**config.mk**
```make
export PLATFORM = sky130hd
export DESIGN_NAME = spi_reg_ctrl_flat
export DESIGN_NICKNAME = d
export VERILOG_FILES = /design/src/rtl/spi_reg_ctrl_if.sv /design/src/rtl/spi_reg_ctrl.sv /design/src/flat_wrapper.sv
export SDC_FILE = /design/constraint.sdc
export NUM_CORES = 1
export LEC_CHECK = 0
export BUFFER_PORTS_ARGS = -buffer_cell sky130_fd_sc_hd__buf_2
export CORE_UTILIZATION = 45
export CTS_CLUSTER_SIZE = 16
export DETAILED_ROUTE_END_ITERATION = 8
export GPL_TIMING_DRIVEN = 1
export PLACE_DENSITY = 0.68
export SYNTH_ARGS = -nofsm -noshare
export SYNTH_HDL_FRONTEND = slang
export SYNTH_SLANG_ARGS = --single-unit
```
**constraint.sdc**
```tcl
create_clock -name clk -period 2.3 [get_ports clk]
set_clock_uncertainty 0.1 [all_clocks]
set_input_delay 0.575 -clock clk [delete_from_list [all_inputs] [get_ports clk]]
set_output_delay 0.575 -clock clk [all_outputs]
set_load 0.05 [all_outputs]
```
**src/rtl/spi_reg_ctrl_if.sv**
```systemverilog
// spi_reg_ctrl_if
//   Bundles the SPI shifter strobes and the internal register-bus signals handled by
//   spi_reg_ctrl.
//   master : controller side   -- drives spi_tx_byte, reg_addr, reg_wdata, reg_we, reg_re,
//                                 busy, frame_done
//   slave  : shifter/regfile   -- drives spi_ss, spi_rx, spi_rx_byte, spi_tx, reg_rdata
interface spi_reg_ctrl_if #(
   parameter int unsigned AW = 7
);
   logic          spi_ss;
   logic          spi_rx;
   logic [7:0]    spi_rx_byte;
   logic          spi_tx;
   logic [7:0]    spi_tx_byte;
   logic [AW-1:0] reg_addr;
   logic [7:0]    reg_wdata;
   logic          reg_we;
   logic          reg_re;
   logic [7:0]    reg_rdata;
   logic          busy;
   logic          frame_done;

   modport master (
      input  spi_ss, spi_rx, spi_rx_byte, spi_tx, reg_rdata,
      output spi_tx_byte, reg_addr, reg_wdata, reg_we, reg_re, busy, frame_done
   );

   modport slave (
      output spi_ss, spi_rx, spi_rx_byte, spi_tx, reg_rdata,
      input  spi_tx_byte, reg_addr, reg_wdata, reg_we, reg_re, busy, frame_done
   );
endinterface

```
**src/rtl/spi_reg_ctrl.sv**
```systemverilog
// spi_reg_ctrl
//   Byte-level transaction controller between an SPI slave shifter and the internal register
//   bus. The first byte of a frame is a command {rw, addr}; following bytes are data. Writes
//   are committed as one reg_we pulse per received byte; reads are prefetched with one reg_re
//   pulse per byte so the next outgoing byte is ready before the shifter loads it.
//
//   Ports
//     clk   : system clock
//     rst   : asynchronous active-high reset
//     ena   : global clock enable; when low all state holds and strobes are ignored
//     bus   : spi_reg_ctrl_if.master
//               spi_ss/spi_rx/spi_rx_byte/spi_tx from the shifter, spi_tx_byte to it,
//               reg_addr/reg_wdata/reg_we/reg_re/reg_rdata register bus,
//               busy (not idle) and frame_done (one-cycle pulse at deselect)
//
//   Build option
//     SPI_REG_CTRL_AUTOINC_EN : when defined, the address increments (mod 2^AW) after every
//                               data byte; otherwise it stays at the command address.
module spi_reg_ctrl #(
   parameter int unsigned AW        = 7,
   parameter logic [7:0]  IDLE_BYTE = 8'hFF
) (
   input  logic           clk,
   input  logic           rst,
   input  logic           ena,
   spi_reg_ctrl_if.master bus
);

   typedef enum logic [2:0] {
      StIdle,
      StCmd,
      StWr,
      StRdReq,
      StRd
   } state_t;

   state_t        state_q, state_d;
   logic [AW-1:0] addr_q, addr_d;
   logic [AW-1:0] addr_next;
   logic [AW-1:0] rx_addr;

   logic [7:0]    tx_byte_q, tx_byte_d;
   logic          pend_vld_q, pend_vld_d;
   logic [7:0]    pend_byte_q, pend_byte_d;
   logic          tx_upd;
   logic [7:0]    tx_val;

   logic [AW-1:0] reg_addr_q, reg_addr_d;
   logic [7:0]    reg_wdata_q, reg_wdata_d;
   logic          reg_we_q, reg_we_d;
   logic          reg_re_q, reg_re_d;
   logic          busy_q;
   logic          frame_done_q, frame_done_d;
   // High in the cycle after reg_re, i.e. when reg_rdata is valid.
   logic          cap_q;

   assign rx_addr = bus.spi_rx_byte[AW-1:0];

`ifdef SPI_REG_CTRL_AUTOINC_EN
   // AW-bit add wraps naturally from 2^AW-1 to 0.
   assign addr_next = addr_q + AW'(1);
`else
   assign addr_next = addr_q;
`endif

   //--------------------------------------------------------------------------------------
   // FSM next state and register-bus pulses
   //--------------------------------------------------------------------------------------
   always_comb begin
      state_d      = state_q;
      addr_d       = addr_q;
      reg_addr_d   = reg_addr_q;
      reg_wdata_d  = reg_wdata_q;
      reg_we_d     = 1'b0;
      reg_re_d     = 1'b0;
      frame_done_d = 1'b0;
      tx_upd       = 1'b0;
      tx_val       = tx_byte_q;

      if (ena) begin
         unique case (state_q)
            StIdle: begin
               if (!bus.spi_ss) begin
                  state_d = StCmd;
                  tx_upd  = 1'b1;
                  tx_val  = IDLE_BYTE;
               end
            end

            StCmd: begin
               if (bus.spi_rx) begin
                  addr_d = rx_addr;
                  if (bus.spi_rx_byte[7]) begin
                     // Issue the first prefetch straight away so reg_re lands one cycle
                     // after the command byte.
                     state_d    = StRdReq;
                     reg_re_d   = 1'b1;
                     reg_addr_d = rx_addr;
                  end else begin
                     state_d = StWr;
                  end
               end
            end

            StWr: begin
               if (bus.spi_rx) begin
                  reg_we_d    = 1'b1;
                  reg_addr_d  = addr_q;
                  reg_wdata_d = bus.spi_rx_byte;
                  addr_d      = addr_next;
               end
            end

            StRdReq: begin
               // reg_re is high during this state; data arrives next cycle in StRd.
               state_d = StRd;
            end

            StRd: begin
               if (cap_q) begin
                  tx_upd = 1'b1;
                  tx_val = bus.reg_rdata;
               end
               if (bus.spi_rx) begin
                  addr_d     = addr_next;
                  reg_re_d   = 1'b1;
                  reg_addr_d = addr_next;
                  state_d    = StRdReq;
               end
            end

            default: state_d = StIdle;
         endcase

         // Deselect wins over everything except pulses already decided above: a byte that
         // completed in this same cycle is still committed/issued.
         if (state_q != StIdle && bus.spi_ss) begin
            state_d      = StIdle;
            frame_done_d = 1'b1;
            tx_upd       = 1'b1;
            tx_val       = IDLE_BYTE;
         end
      end
   end

   //--------------------------------------------------------------------------------------
   // Outgoing byte: never changes in a cycle where the shifter is loading it. A clashing
   // update is parked for one cycle (spi_tx is a single-cycle strobe).
   //--------------------------------------------------------------------------------------
   always_comb begin
      tx_byte_d   = tx_byte_q;
      pend_vld_d  = pend_vld_q;
      pend_byte_d = pend_byte_q;

      if (ena) begin
         if (bus.spi_tx) begin
            if (tx_upd) begin
               pend_vld_d  = 1'b1;
               pend_byte_d = tx_val;
            end
         end else if (tx_upd) begin
            tx_byte_d  = tx_val;
            pend_vld_d = 1'b0;
         end else if (pend_vld_q) begin
            tx_byte_d  = pend_byte_q;
            pend_vld_d = 1'b0;
         end
      end
   end

   //--------------------------------------------------------------------------------------
   // State registers
   //--------------------------------------------------------------------------------------
   always_ff @(posedge clk or posedge rst) begin
      if (rst) begin
         state_q      <= StIdle;
         addr_q       <= '0;
         tx_byte_q    <= IDLE_BYTE;
         pend_vld_q   <= 1'b0;
         pend_byte_q  <= IDLE_BYTE;
         reg_addr_q   <= '0;
         reg_wdata_q  <= 8'h00;
         reg_we_q     <= 1'b0;
         reg_re_q     <= 1'b0;
         busy_q       <= 1'b0;
         frame_done_q <= 1'b0;
         cap_q        <= 1'b0;
      end else begin
         state_q      <= state_d;
         addr_q       <= addr_d;
         tx_byte_q    <= tx_byte_d;
         pend_vld_q   <= pend_vld_d;
         pend_byte_q  <= pend_byte_d;
         reg_addr_q   <= reg_addr_d;
         reg_wdata_q  <= reg_wdata_d;
         // Pulses always fall back to zero so they stay single-cycle even if ena drops.
         reg_we_q     <= reg_we_d;
         reg_re_q     <= reg_re_d;
         busy_q       <= (state_d != StIdle);
         frame_done_q <= frame_done_d;
         cap_q        <= reg_re_q;
      end
   end

   assign bus.spi_tx_byte = tx_byte_q;
   assign bus.reg_addr    = reg_addr_q;
   assign bus.reg_wdata   = reg_wdata_q;
   assign bus.reg_we      = reg_we_q;
   assign bus.reg_re      = reg_re_q;
   assign bus.busy        = busy_q;
   assign bus.frame_done  = frame_done_q;

endmodule

```
**src/flat_wrapper.sv**
```systemverilog
// flat-port wrapper written by rule: the top's interface ports become plain ports
module spi_reg_ctrl_flat 
#(
   parameter int unsigned AW        = 7,
   parameter logic [7:0]  IDLE_BYTE = 8'hFF
)
  (clk, rst, ena, bus_spi_ss, bus_spi_rx, bus_spi_rx_byte, bus_spi_tx, bus_reg_rdata, bus_spi_tx_byte, bus_reg_addr, bus_reg_wdata, bus_reg_we, bus_reg_re, bus_busy, bus_frame_done);
  spi_reg_ctrl_if #(.AW(AW)) bus_i ();
  input  logic clk;
  input  logic rst;
  input  logic ena;
  input wire logic [$bits(bus_i.spi_ss)-1:0] bus_spi_ss;
  input wire logic [$bits(bus_i.spi_rx)-1:0] bus_spi_rx;
  input wire logic [$bits(bus_i.spi_rx_byte)-1:0] bus_spi_rx_byte;
  input wire logic [$bits(bus_i.spi_tx)-1:0] bus_spi_tx;
  input wire logic [$bits(bus_i.reg_rdata)-1:0] bus_reg_rdata;
  output wire logic [$bits(bus_i.spi_tx_byte)-1:0] bus_spi_tx_byte;
  output wire logic [$bits(bus_i.reg_addr)-1:0] bus_reg_addr;
  output wire logic [$bits(bus_i.reg_wdata)-1:0] bus_reg_wdata;
  output wire logic [$bits(bus_i.reg_we)-1:0] bus_reg_we;
  output wire logic [$bits(bus_i.reg_re)-1:0] bus_reg_re;
  output wire logic [$bits(bus_i.busy)-1:0] bus_busy;
  output wire logic [$bits(bus_i.frame_done)-1:0] bus_frame_done;
  assign bus_i.spi_ss = bus_spi_ss;
  assign bus_i.spi_rx = bus_spi_rx;
  assign bus_i.spi_rx_byte = bus_spi_rx_byte;
  assign bus_i.spi_tx = bus_spi_tx;
  assign bus_i.reg_rdata = bus_reg_rdata;
  assign bus_spi_tx_byte = bus_i.spi_tx_byte;
  assign bus_reg_addr = bus_i.reg_addr;
  assign bus_reg_wdata = bus_i.reg_wdata;
  assign bus_reg_we = bus_i.reg_we;
  assign bus_reg_re = bus_i.reg_re;
  assign bus_busy = bus_i.busy;
  assign bus_frame_done = bus_i.frame_done;
  spi_reg_ctrl #(.AW(AW), .IDLE_BYTE(IDLE_BYTE)) u_core (.clk(clk), .rst(rst), .ena(ena), .bus(bus_i));
endmodule
```
---- Word-level counts from Yosys, hierarchy flattened ----
Cells that the tools add are included.
storage, ports and cells
  register bits ........................... 47
  bits in latches ......................... 0
  bits in writable memories ............... 0
  ROM bits ................................ 0
  input port bits ......................... 22
  output and inout bits ................... 27
  word-level logic and storage cells ...... 67
  memories kept ........................... 0
cells by class
  add/subtract/negate cells ............... 0
  multipliers ............................. 0
  div/mod/pow operators ................... 0
  $lt $le $gt $ge ......................... 0
  equality and inequality tests ........... 8
  shift-type cells ........................ 0
  mux-type cells .......................... 33
  bitwise logic cells ..................... 1
  reduce and logical (&&, ||, !) cells .... 13
operator list
  kind                                           number
  two-way mux 8 bit                              5
  two-way mux 7 bit                              3
  one-hot mux 8 bit (2 select lines)             1
  two-way mux 1 bit                              15
  two-way mux 3 bit                              5
  one-hot mux 3 bit (5 select lines)             1
  one-hot mux 7 bit (2 select lines)             1
  AND reduction 3 bit                            4
  == test 3 x 2 -> 1 bit, second input constant  2
  nonzero test 3 bit                             2
  AND reduction 5 bit                            1
  != test 2 x 1 -> 1 bit, second input constant  2
  != test 2 bit, second input constant           2
  one-hot mux 1 bit (2 select lines)             2
  nonzero test 2 bit                             2
  == test 3 x 1 -> 1 bit, second input constant  1
  == test 3 bit, second input constant           1
  zero test 3 bit                                1
  AND reduction 2 bit                            1
  OR reduction 2 bit                             1
  logical AND 1 bit                              1
  inverter 1 bit                                 1

---- Depth between registers and ports, before layout ----
Gate-level depths: netlist of run 1.
  depth in word-level cells ............... 6
  depth in mapped cells ................... 6
  gate-level depth less buffers ........... 4

---- Worst setup path after synthesis of run 1 ----
Ideal clock, no wire load.
  kind .................................... input -> register
  start ................................... input bus_spi_ss
  end ..................................... register u_core.tx_byte_q[1] (netlist: u_core.bus.spi_tx_byte[1])
  library setup time ...................... 0.098 ns
  arrival time ............................ 1.876 ns
  data required time ...................... 2.102 ns
  setup slack ............................. 0.225 ns
  stages on the path ...................... 6
  path buffers ............................ 2
  path through ............................ or4b_1 and3_1 buf_6 and2_1 buf_6 a221oi_1
between the ends
  longest elaborated chain between the ends .. 6
  elaborated cells on any way between the ends .. 11
  those cells by class .................... mux: 8; reduce/logical: 3
ends and longest elaborated chain
  what                                  RTL line             source
  start: declaration                    flat_wrapper.sv:12   input wire logic [$bits(bus_i.spi_ss)-1:0] bus_spi_ss;
  two-way mux 1 bit                     spi_reg_ctrl.sv:83   if (!bus.spi_ss) begin
  one-hot mux 1 bit (2 select lines)    spi_reg_ctrl.sv:81   unique case (state_q)
  two-way mux 1 bit                     spi_reg_ctrl.sv:137  if (state_q != StIdle && bus.spi_ss) begin
  two-way mux 1 bit                     spi_reg_ctrl.sv:80   if (ena) begin
  nonzero test 2 bit (no source line)   -
  AND reduction 3 bit (no source line)  -
  end signal: assignment                spi_reg_ctrl.sv:191  tx_byte_q <= tx_byte_d;
  end: declaration                      spi_reg_ctrl.sv:42   logic [7:0] tx_byte_q, tx_byte_d;
Parallel ways exist; a longest one is shown, timed or not.
A chain may end at the register's enable or synchronous reset.

---- Worst setup path in the final report of run 1 ----
  start ................................... register u_core.state_q[1]
  end ..................................... register u_core.reg_addr_q[1] (netlist: u_core.bus.reg_addr[1])
between the ends
  longest elaborated chain between the ends .. 4
  elaborated cells on any way between the ends .. 10
  those cells by class .................... eq/ne: 6; mux: 1; reduce/logical: 3
ends and longest elaborated chain
  what                                                                                  RTL line             source
  start: declaration                                                                    spi_reg_ctrl.sv:37   state_t state_q, state_d;
  start signal: assignment                                                              spi_reg_ctrl.sv:176  state_q <= StIdle;
  start signal: assignment                                                              spi_reg_ctrl.sv:189  state_q <= state_d;
  == test 3 x 2 -> 1 bit / == test 3 bit (equally long branches)                        spi_reg_ctrl.sv:81
  OR reduction 2 bit (no source line)                                                   -
  != test 2 x 1 -> 1 bit (no source line) / nonzero test 2 bit (equally long branches)  -
  AND reduction 5 bit (no source line)                                                  -
  end signal: assignment                                                                spi_reg_ctrl.sv:194  reg_addr_q <= reg_addr_d;
  end: declaration                                                                      spi_reg_ctrl.sv:48   logic [AW-1:0] reg_addr_q, reg_addr_d;
Parallel ways exist; a longest one is shown, timed or not.

==> run_summary.xml, run 1 <==
<?xml version="1.0" encoding="UTF-8"?>
<metrics>
  <group name="layout">
    <metric name="syn_to_final_growth" unit="%">20.6</metric>
    <metric name="final-instance-count-excl-fill" unit="">321</metric>
    <metric name="finalNetCount" unit="">275</metric>
    <metric name="num_antenna_cells" unit="">0</metric>
    <metric name="fin_util" unit="">0.576</metric>
    <metric name="layout-drive-gt1-share" unit="">0.469</metric>
  </group>
  <group name="cts">
    <metric name="clock_tree.htree_level_count" unit="">2</metric>
    <metric name="clockBufferDepth" unit="">2</metric>
    <metric name="clockRootBuffer" unit="">clkbuf_8</metric>
    <metric name="clock_latency" unit="ps">300</metric>
    <metric name="cts.clk_slew.worst_paths" unit="ps">90</metric>
    <metric name="cts_inserted_buffers" unit="">5</metric>
    <metric name="post_cts_hold_buffer_count" unit="">0</metric>
    <metric name="postCtsResizedCells" unit="">0</metric>
    <metric name="cts_post_setup_buffers_inserted" unit="">0</metric>
    <metric name="clock-sinks" unit="">47</metric>
    <metric name="clock_tree_from_tritoncts" unit="">built</metric>
  </group>
  <group name="flow_run">
    <metric name="max_cap_viol_count" unit="">0</metric>
  </group>
  <group name="floorplanning">
    <metric name="io-pin-count" unit="">49</metric>
    <metric name="chipWidth" unit="µm">73.7</metric>
    <metric name="std_cell_rows" unit="">25</metric>
    <metric name="initial_core_util" unit="">0.477</metric>
    <metric name="fp.dieH" unit="µm">73.7</metric>
    <metric name="die_area" unit="µm²">5430</metric>
    <metric name="core_area" unit="µm²">4850</metric>
  </group>
  <group name="grt">
    <metric name="grt_overflow" unit="">0</metric>
    <metric name="antenna_found_initial" unit="">0</metric>
    <metric name="grt_start_max_net_pins" unit="">26</metric>
    <metric name="first_global_vias" unit="">1614</metric>
    <metric name="grt_first_pass_wirelength" unit="µm">7720</metric>
    <metric name="groute.usage.overall" unit="">0.189</metric>
  </group>
  <group name="synth">
    <metric name="yosysSeqAreaShare" unit="">0.517</metric>
    <metric name="postSynthCellCount" unit="">198</metric>
    <metric name="mean_instance_size_in_the_synthesized_netlist" unit="µm²">11.7</metric>
    <metric name="syn_area" unit="µm²">2310</metric>
    <metric name="number_of_synthesized_flops_with_an_enable_pin" unit="">0</metric>
    <metric name="synth.top_cell.area_share" unit="">0.335</metric>
    <metric name="synthesis_warnings" unit="">0</metric>
    <metric name="synth_area_leaders" unit="">dfrtp_1 (34%), dfstp_2 (18%), mux2_2 (14%)</metric>
    <metric name="asyncSetResetFlopFracSynth" unit="">1.00</metric>
    <metric name="synth_top_cell_by_area" unit="">dfrtp_1</metric>
    <metric name="mappedNetlistNets" unit="">220</metric>
    <metric name="synthFlopType" unit="">dfrtp_1</metric>
    <metric name="postSynthRegisterBits" unit="">47</metric>
    <metric name="synthDistinctLibCells" unit="">37</metric>
  </group>
  <group name="critical_path">
    <metric name="cp_cell_sequence" unit="">nand2b_1 -&gt; a21oi_2 -&gt; mux2_2 -&gt; mux2_2</metric>
    <metric name="crit_top_cell" unit="">mux2_2</metric>
    <metric name="critical_path.startpoint_type" unit="">flop</metric>
    <metric name="crit_arrival" unit="ps">2230</metric>
    <metric name="crit_fanout" unit="">13</metric>
    <metric name="timing.critical_path.slowest_cell_delay" unit="ps">600</metric>
    <metric name="r2r_cells" unit="">4</metric>
    <metric name="cpMaxStageDelayCell" unit="">dfrtp_1</metric>
    <metric name="critPathKind" unit="">reg2reg</metric>
    <metric name="worst_setup_path_end_kind" unit="">flop</metric>
    <metric name="required" unit="ps">2390</metric>
  </group>
  <group name="detailed_routing">
    <metric name="via_count" unit="">1719</metric>
    <metric name="detailed_routing_iterations_pass_1" unit="">4</metric>
    <metric name="detail_route.vias_per_cell" unit="">5.36</metric>
    <metric name="post-route-drc-count" unit="">0</metric>
    <metric name="first_iter_violations" unit="">84</metric>
    <metric name="antenna_violation_net_count_after_detailed_routing" unit="">0</metric>
    <metric name="wl_per_cell" unit="µm">15.0</metric>
    <metric name="drt_wl_total" unit="µm">4810</metric>
  </group>
  <group name="sta">
    <metric name="tightest_slew" unit="ps">524</metric>
    <metric name="finalCriticalPeriod" unit="ps">2140</metric>
    <metric name="normalized_max_slew_margin" unit="">0.648</metric>
    <metric name="timing_max_transition_violations_final" unit="">0</metric>
    <metric name="setup_tns" unit="ps">0</metric>
    <metric name="fmax" unit="MHz">467</metric>
    <metric name="fin_worst_hold_slack" unit="ps">198</metric>
    <metric name="final-setup-viol-count" unit="">0</metric>
    <metric name="hold_viol" unit="">0</metric>
    <metric name="grt_setup_unrepaired" unit="">no</metric>
    <metric name="fin_crit_sh" unit="">0.930</metric>
  </group>
  <group name="power">
    <metric name="vdd_ir_drop_max" unit="µV">750</metric>
    <metric name="power.static_leakage" unit="nW">1.38</metric>
    <metric name="cell_pwr_density" unit="nW/µm²">1200</metric>
  </group>
  <group name="min_path">
    <metric name="hold_class" unit="">in2async</metric>
  </group>
  <group name="placement">
    <metric name="routabilityCongestion" unit="">0.822</metric>
    <metric name="post-dp-hpwl" unit="µm">3300</metric>
    <metric name="post-place-cells" unit="">313</metric>
    <metric name="place.port_buffers" unit="">48</metric>
  </group>
  <group name="run_status">
    <metric name="run_status" unit="">complete, no violations</metric>
  </group>
</metrics>
Yosys cell counts (2+ instances only):
library cell  instances
a221oi_1              7
nor2_1                9
buf_1                 2
a21o_1                9
nor3_1                2
dfstp_2              16
mux2i_1               8
nand2_1               3
buf_6                 2
nor3_2                2
clkbuf_1              5
nand2b_1             13
o21ai_0               3
o32ai_1               8
buf_2                 3
a21oi_1              12
a31oi_1               2
mux2_2               29
inv_1                15
dfrtp_1              31
kinds of logic (layout without fill, tap and decap cells):
logic type	count (synthesis)	after routing	share of synthesized area
buffers and inverters	27	83	0.0519
AO/OA/AOI/OAI	50	50	0.159
AND/OR/NAND/NOR	37	37	0.0962
multiplexers	37	37	0.176
flip-flops	47	47	0.517
report_power, final:
part | internal (mW) | leakage, nW | switching (mW)
clock network | 0.324 | 0.0514 | 0.280
logic | 0.450 | 0.774 | 0.974
registers | 1.16 | 0.551 | 0.151
through the flow:
stage	instance area (µm²)	setup WS [ps]	total power [mW]
after floorplan	2310	225	2.42
after global placement	2680	167	2.72
after detailed placement	2680	165	2.75
after CTS	2790	150	3.36
after global routing	2790	41.2	3.50
final	2790	160	3.34
final timing paths:
path | startpoint | end | slack (ps)
min in group clk | u_core.bus.reg_re | u_core.cap_q | 280
min reg2reg | u_core.bus.reg_re | u_core.cap_q | 280
max reg2reg | u_core.state_q[1] | u_core.bus.reg_addr[1] | 160
max | u_core.state_q[1] | u_core.bus.reg_addr[1] | 160
max in group asynchronous | rst | u_core.pend_byte_q[3] | 1330
min | rst | u_core.pend_vld_q | 200
cells in the final DEF (no fill, tap or decap), types with 2 or more instances in the layout:
cell / count
a21o_1: 9
nand2b_1: 13
nor3_2: 2
a221oi_1: 7
nor3_1: 2
mux2i_1: 8
buf_2: 48
o21ai_0: 3
clkbuf_8: 5
a21oi_1: 12
dfstp_2: 16
nand2_1: 3
inv_1: 14
o32ai_1: 8
a31oi_1: 2
nor2_1: 9
dfrtp_1: 31
buf_4: 11
mux2_2: 29
flip-flops by register name (all words and copies together) (netlist names), 3 cells and up:
signal	count
u_core.bus.spi_tx_byte	8
u_core.pend_byte_q	8
u_core.bus.reg_addr	7
u_core.bus.reg_wdata	8
u_core.state_q	3
u_core.addr_next	7
layout make-up:
class | count | area, µm²
sequential | 47 | 1200
clock inverter | 2 | 37.5
tap | 67 | 83.8
multi-input combinational | 124 | 1000
fill | 415 | 2060
timing repair buffer | 60 | 343
clock buffer | 6 | 72.6
inverter | 15 | 56.3
critical path: cells and delay by family, from the launching register on:
kind	cells	cell delay, ps
AOI/OAI and AO/OA	1	470
DFF	1	600
muxes	2	650
and+or+nand+nor	1	210
layer usage:
metal,track usage,part of all wire,vias to the layer above
met2,0.286,0.45,40
met5,0,0,-
met1,0.267,0.50,834
li1,-,-,836
met4,0.0791,0.014,0
met3,0.0357,0.034,9
Note: power is estimated with default switching activity, not from simulation.
==> inputs of run 2 (changes only) <==
SETUP_SLACK_MARGIN = 0.3   (was unset)
==> run_summary.xml, run 2 (synthesis results as in run 1) <==
<?xml version="1.0" encoding="UTF-8"?>
<metrics>
  <group name="run_status">
    <metric name="run_status" unit="">complete, no violations</metric>
  </group>
  <group name="detailed_routing">
    <metric name="antenna_violation_net_count_after_detailed_routing" unit="">0</metric>
    <metric name="post-route-drc-count" unit="">0</metric>
    <metric name="drt_wl_total" unit="µm">4780</metric>
    <metric name="detail_route.vias_per_cell" unit="">5.28</metric>
    <metric name="via_count" unit="">1722</metric>
    <metric name="wl_per_cell" unit="µm">14.7</metric>
    <metric name="detailed_routing_iterations_pass_1" unit="">4</metric>
    <metric name="first_iter_violations" unit="">99</metric>
  </group>
  <group name="cts">
    <metric name="clock_tree.htree_level_count" unit="">2</metric>
    <metric name="cts.clk_slew.worst_paths" unit="ps">80</metric>
    <metric name="clock_latency" unit="ps">290</metric>
    <metric name="clock_tree_from_tritoncts" unit="">built</metric>
    <metric name="clockBufferDepth" unit="">2</metric>
    <metric name="post_cts_hold_buffer_count" unit="">0</metric>
    <metric name="cts_inserted_buffers" unit="">5</metric>
    <metric name="clockRootBuffer" unit="">clkbuf_8</metric>
    <metric name="clock-sinks" unit="">47</metric>
  </group>
  <group name="sta">
    <metric name="grt_setup_unrepaired" unit="">yes</metric>
    <metric name="setup_tns" unit="ps">0</metric>
    <metric name="hold_viol" unit="">0</metric>
    <metric name="tightest_slew" unit="ps">498</metric>
    <metric name="fin_crit_sh" unit="">0.829</metric>
    <metric name="normalized_max_slew_margin" unit="">0.667</metric>
    <metric name="finalCriticalPeriod" unit="ps">1910</metric>
    <metric name="timing_max_transition_violations_final" unit="">0</metric>
    <metric name="final-setup-viol-count" unit="">0</metric>
    <metric name="fmax" unit="MHz">524</metric>
  </group>
  <group name="critical_path">
    <metric name="worst_setup_path_end_kind" unit="">flop</metric>
    <metric name="critical_path.startpoint_type" unit="">flop</metric>
    <metric name="critPathKind" unit="">reg2reg</metric>
    <metric name="crit_fanout" unit="">8</metric>
    <metric name="r2r_cells" unit="">5</metric>
    <metric name="required" unit="ps">2380</metric>
    <metric name="crit_arrival" unit="ps">1990</metric>
  </group>
  <group name="power">
    <metric name="comb_power_share" unit="">0.438</metric>
    <metric name="power_spent_charging_and_discharging_nets" unit="mW">1.42</metric>
    <metric name="power.switching_fraction" unit="">0.414</metric>
    <metric name="vdd_ir_drop_max" unit="µV">722</metric>
    <metric name="share_seq_of_total_power" unit="">0.382</metric>
    <metric name="cell_pwr_density" unit="nW/µm²">1170</metric>
    <metric name="cell_internal_pwr" unit="mW">2.01</metric>
    <metric name="share_clk_of_total_power" unit="">0.179</metric>
    <metric name="power.static_leakage" unit="nW">1.43</metric>
  </group>
  <group name="floorplanning">
    <metric name="chipWidth" unit="µm">73.7</metric>
    <metric name="die_area" unit="µm²">5430</metric>
    <metric name="initial_core_util" unit="">0.477</metric>
    <metric name="std_cell_rows" unit="">25</metric>
    <metric name="core_area" unit="µm²">4850</metric>
    <metric name="io-pin-count" unit="">49</metric>
    <metric name="fp.dieH" unit="µm">73.7</metric>
  </group>
  <group name="layout">
    <metric name="layout.cells.most_common" unit="">buf_2</metric>
    <metric name="final.fill_count" unit="">409</metric>
    <metric name="layout-drive-gt1-share" unit="">0.537</metric>
    <metric name="layout_common_cells" unit="">buf_2 (48), mux2_2 (29), dfrtp_1 (29)</metric>
    <metric name="finalNetCount" unit="">280</metric>
    <metric name="num_antenna_cells" unit="">0</metric>
    <metric name="syn_to_final_growth" unit="%">26.2</metric>
    <metric name="final-instance-count-excl-fill" unit="">326</metric>
  </group>
  <group name="grt">
    <metric name="grt_first_pass_wirelength" unit="µm">7780</metric>
    <metric name="antenna_found_initial" unit="">0</metric>
    <metric name="grt_start_max_net_pins" unit="">27</metric>
    <metric name="groute.usage.overall" unit="">0.189</metric>
    <metric name="first_global_vias" unit="">1637</metric>
    <metric name="grt_overflow" unit="">0</metric>
  </group>
  <group name="flow_run">
    <metric name="max_cap_viol_count" unit="">0</metric>
  </group>
  <group name="placement">
    <metric name="place.port_buffers" unit="">48</metric>
    <metric name="post-place-cells" unit="">312</metric>
    <metric name="post-dp-hpwl" unit="µm">3250</metric>
    <metric name="routabilityCongestion" unit="">0.819</metric>
  </group>
  <group name="min_path">
    <metric name="hold_class" unit="">in2async</metric>
  </group>
</metrics>
run 2: cell types whose count changed in the layout (fill, tap and decap cells not counted), moves of 2 or more:
| cell | change |
|---|---|
| a221oi_1 | -7 |
| a221oi_2 | +7 |
| buf_4 | +4 |
| dfrtp_2 | +2 |
| dfrtp_1 | -2 |
run 2: metrics by stage:
stage | hold slack [ps] | setup WS, ps | cell area (µm²) | utilization | power (mW)
after detailed placement | 259 | 212 | 2690 | 0.554 | 2.76
after floorplan | 359 | 267 | 2330 | - | 2.43
after CTS | 213 | 307 | 2810 | 0.579 | 3.38
after global placement | 259 | 243 | 2690 | 0.554 | 2.74
final | 206 | 393 | 2920 | 0.603 | 3.42
after global routing | 236 | 279 | 2920 | 0.603 | 3.61
run 2: final cells by class:
| cell class | instances | area, µm² | share of cell area |
|---|---|---|---|
| Timing Repair Buffer | 65 | 384 | 0.131 |
| Multi-Input combinational cell | 124 | 1080 | 0.370 |
| Clock inverter | 2 | 35.0 | 0.0120 |
| Tap cell | 67 | 83.8 | 0.0287 |
| Sequential cell | 47 | 1200 | 0.410 |
| Clock buffer | 6 | 82.6 | 0.0283 |
| Inverter | 15 | 56.3 | 0.0193 |
run 2: worst paths after layout:
check                                        from                endpoint  slack (ps)
worst min register to register  u_core.bus.reg_re            u_core.cap_q         280
worst max register to register  u_core.state_q[2]  u_core.bus.reg_addr[2]         390
min in group clk                u_core.bus.reg_re            u_core.cap_q         280
worst max-delay path            u_core.state_q[2]  u_core.bus.reg_addr[2]         390
max in group asynchronous                     rst   u_core.pend_byte_q[3]        1330
worst min-delay path                          rst       u_core.pend_vld_q         210
run 2: power by group through the flow:
| stage | registers [mW] | clock network (mW) | logic, mW |
|---|---|---|---|
| CTS | 1.31 | 0.632 | 1.44 |
| floorplan | 1.91 | 0 | 0.516 |
| global placement | 1.32 | 0 | 1.42 |
| global route | 1.35 | 0.664 | 1.59 |
| detailed placement | 1.33 | 0 | 1.43 |
| finish | 1.31 | 0.614 | 1.50 |
run 2: timing repair:
| item | 4_1_cts | 5_1_grt |
|---|---|---|
| endpoints found under the setup margin | 7 | 22 |
| gates resized for setup | 1 | 13 |
| pin swaps | 0 | 7 |
| buffers inserted | 0 | 6 |
| hold endpoints to repair | 0 | 0 |
run 2: metal layers:
layer / GRT usage / part of all wire / vias up
li1: - / - / 838
met3: 0.0370 / 0.032 / 5
met2: 0.296 / 0.49 / 31
met4: 0.0705 / 0.011 / 0
met1: 0.261 / 0.47 / 848
met5: 0 / 0 / -
run 2: critical path, stage by stage, from the launching register on:
cell and delay, ps:
dfrtp_1 400, buf_4 140, nand2b_2 220, a21oi_4 310, mux2_2 380, mux2_2 250
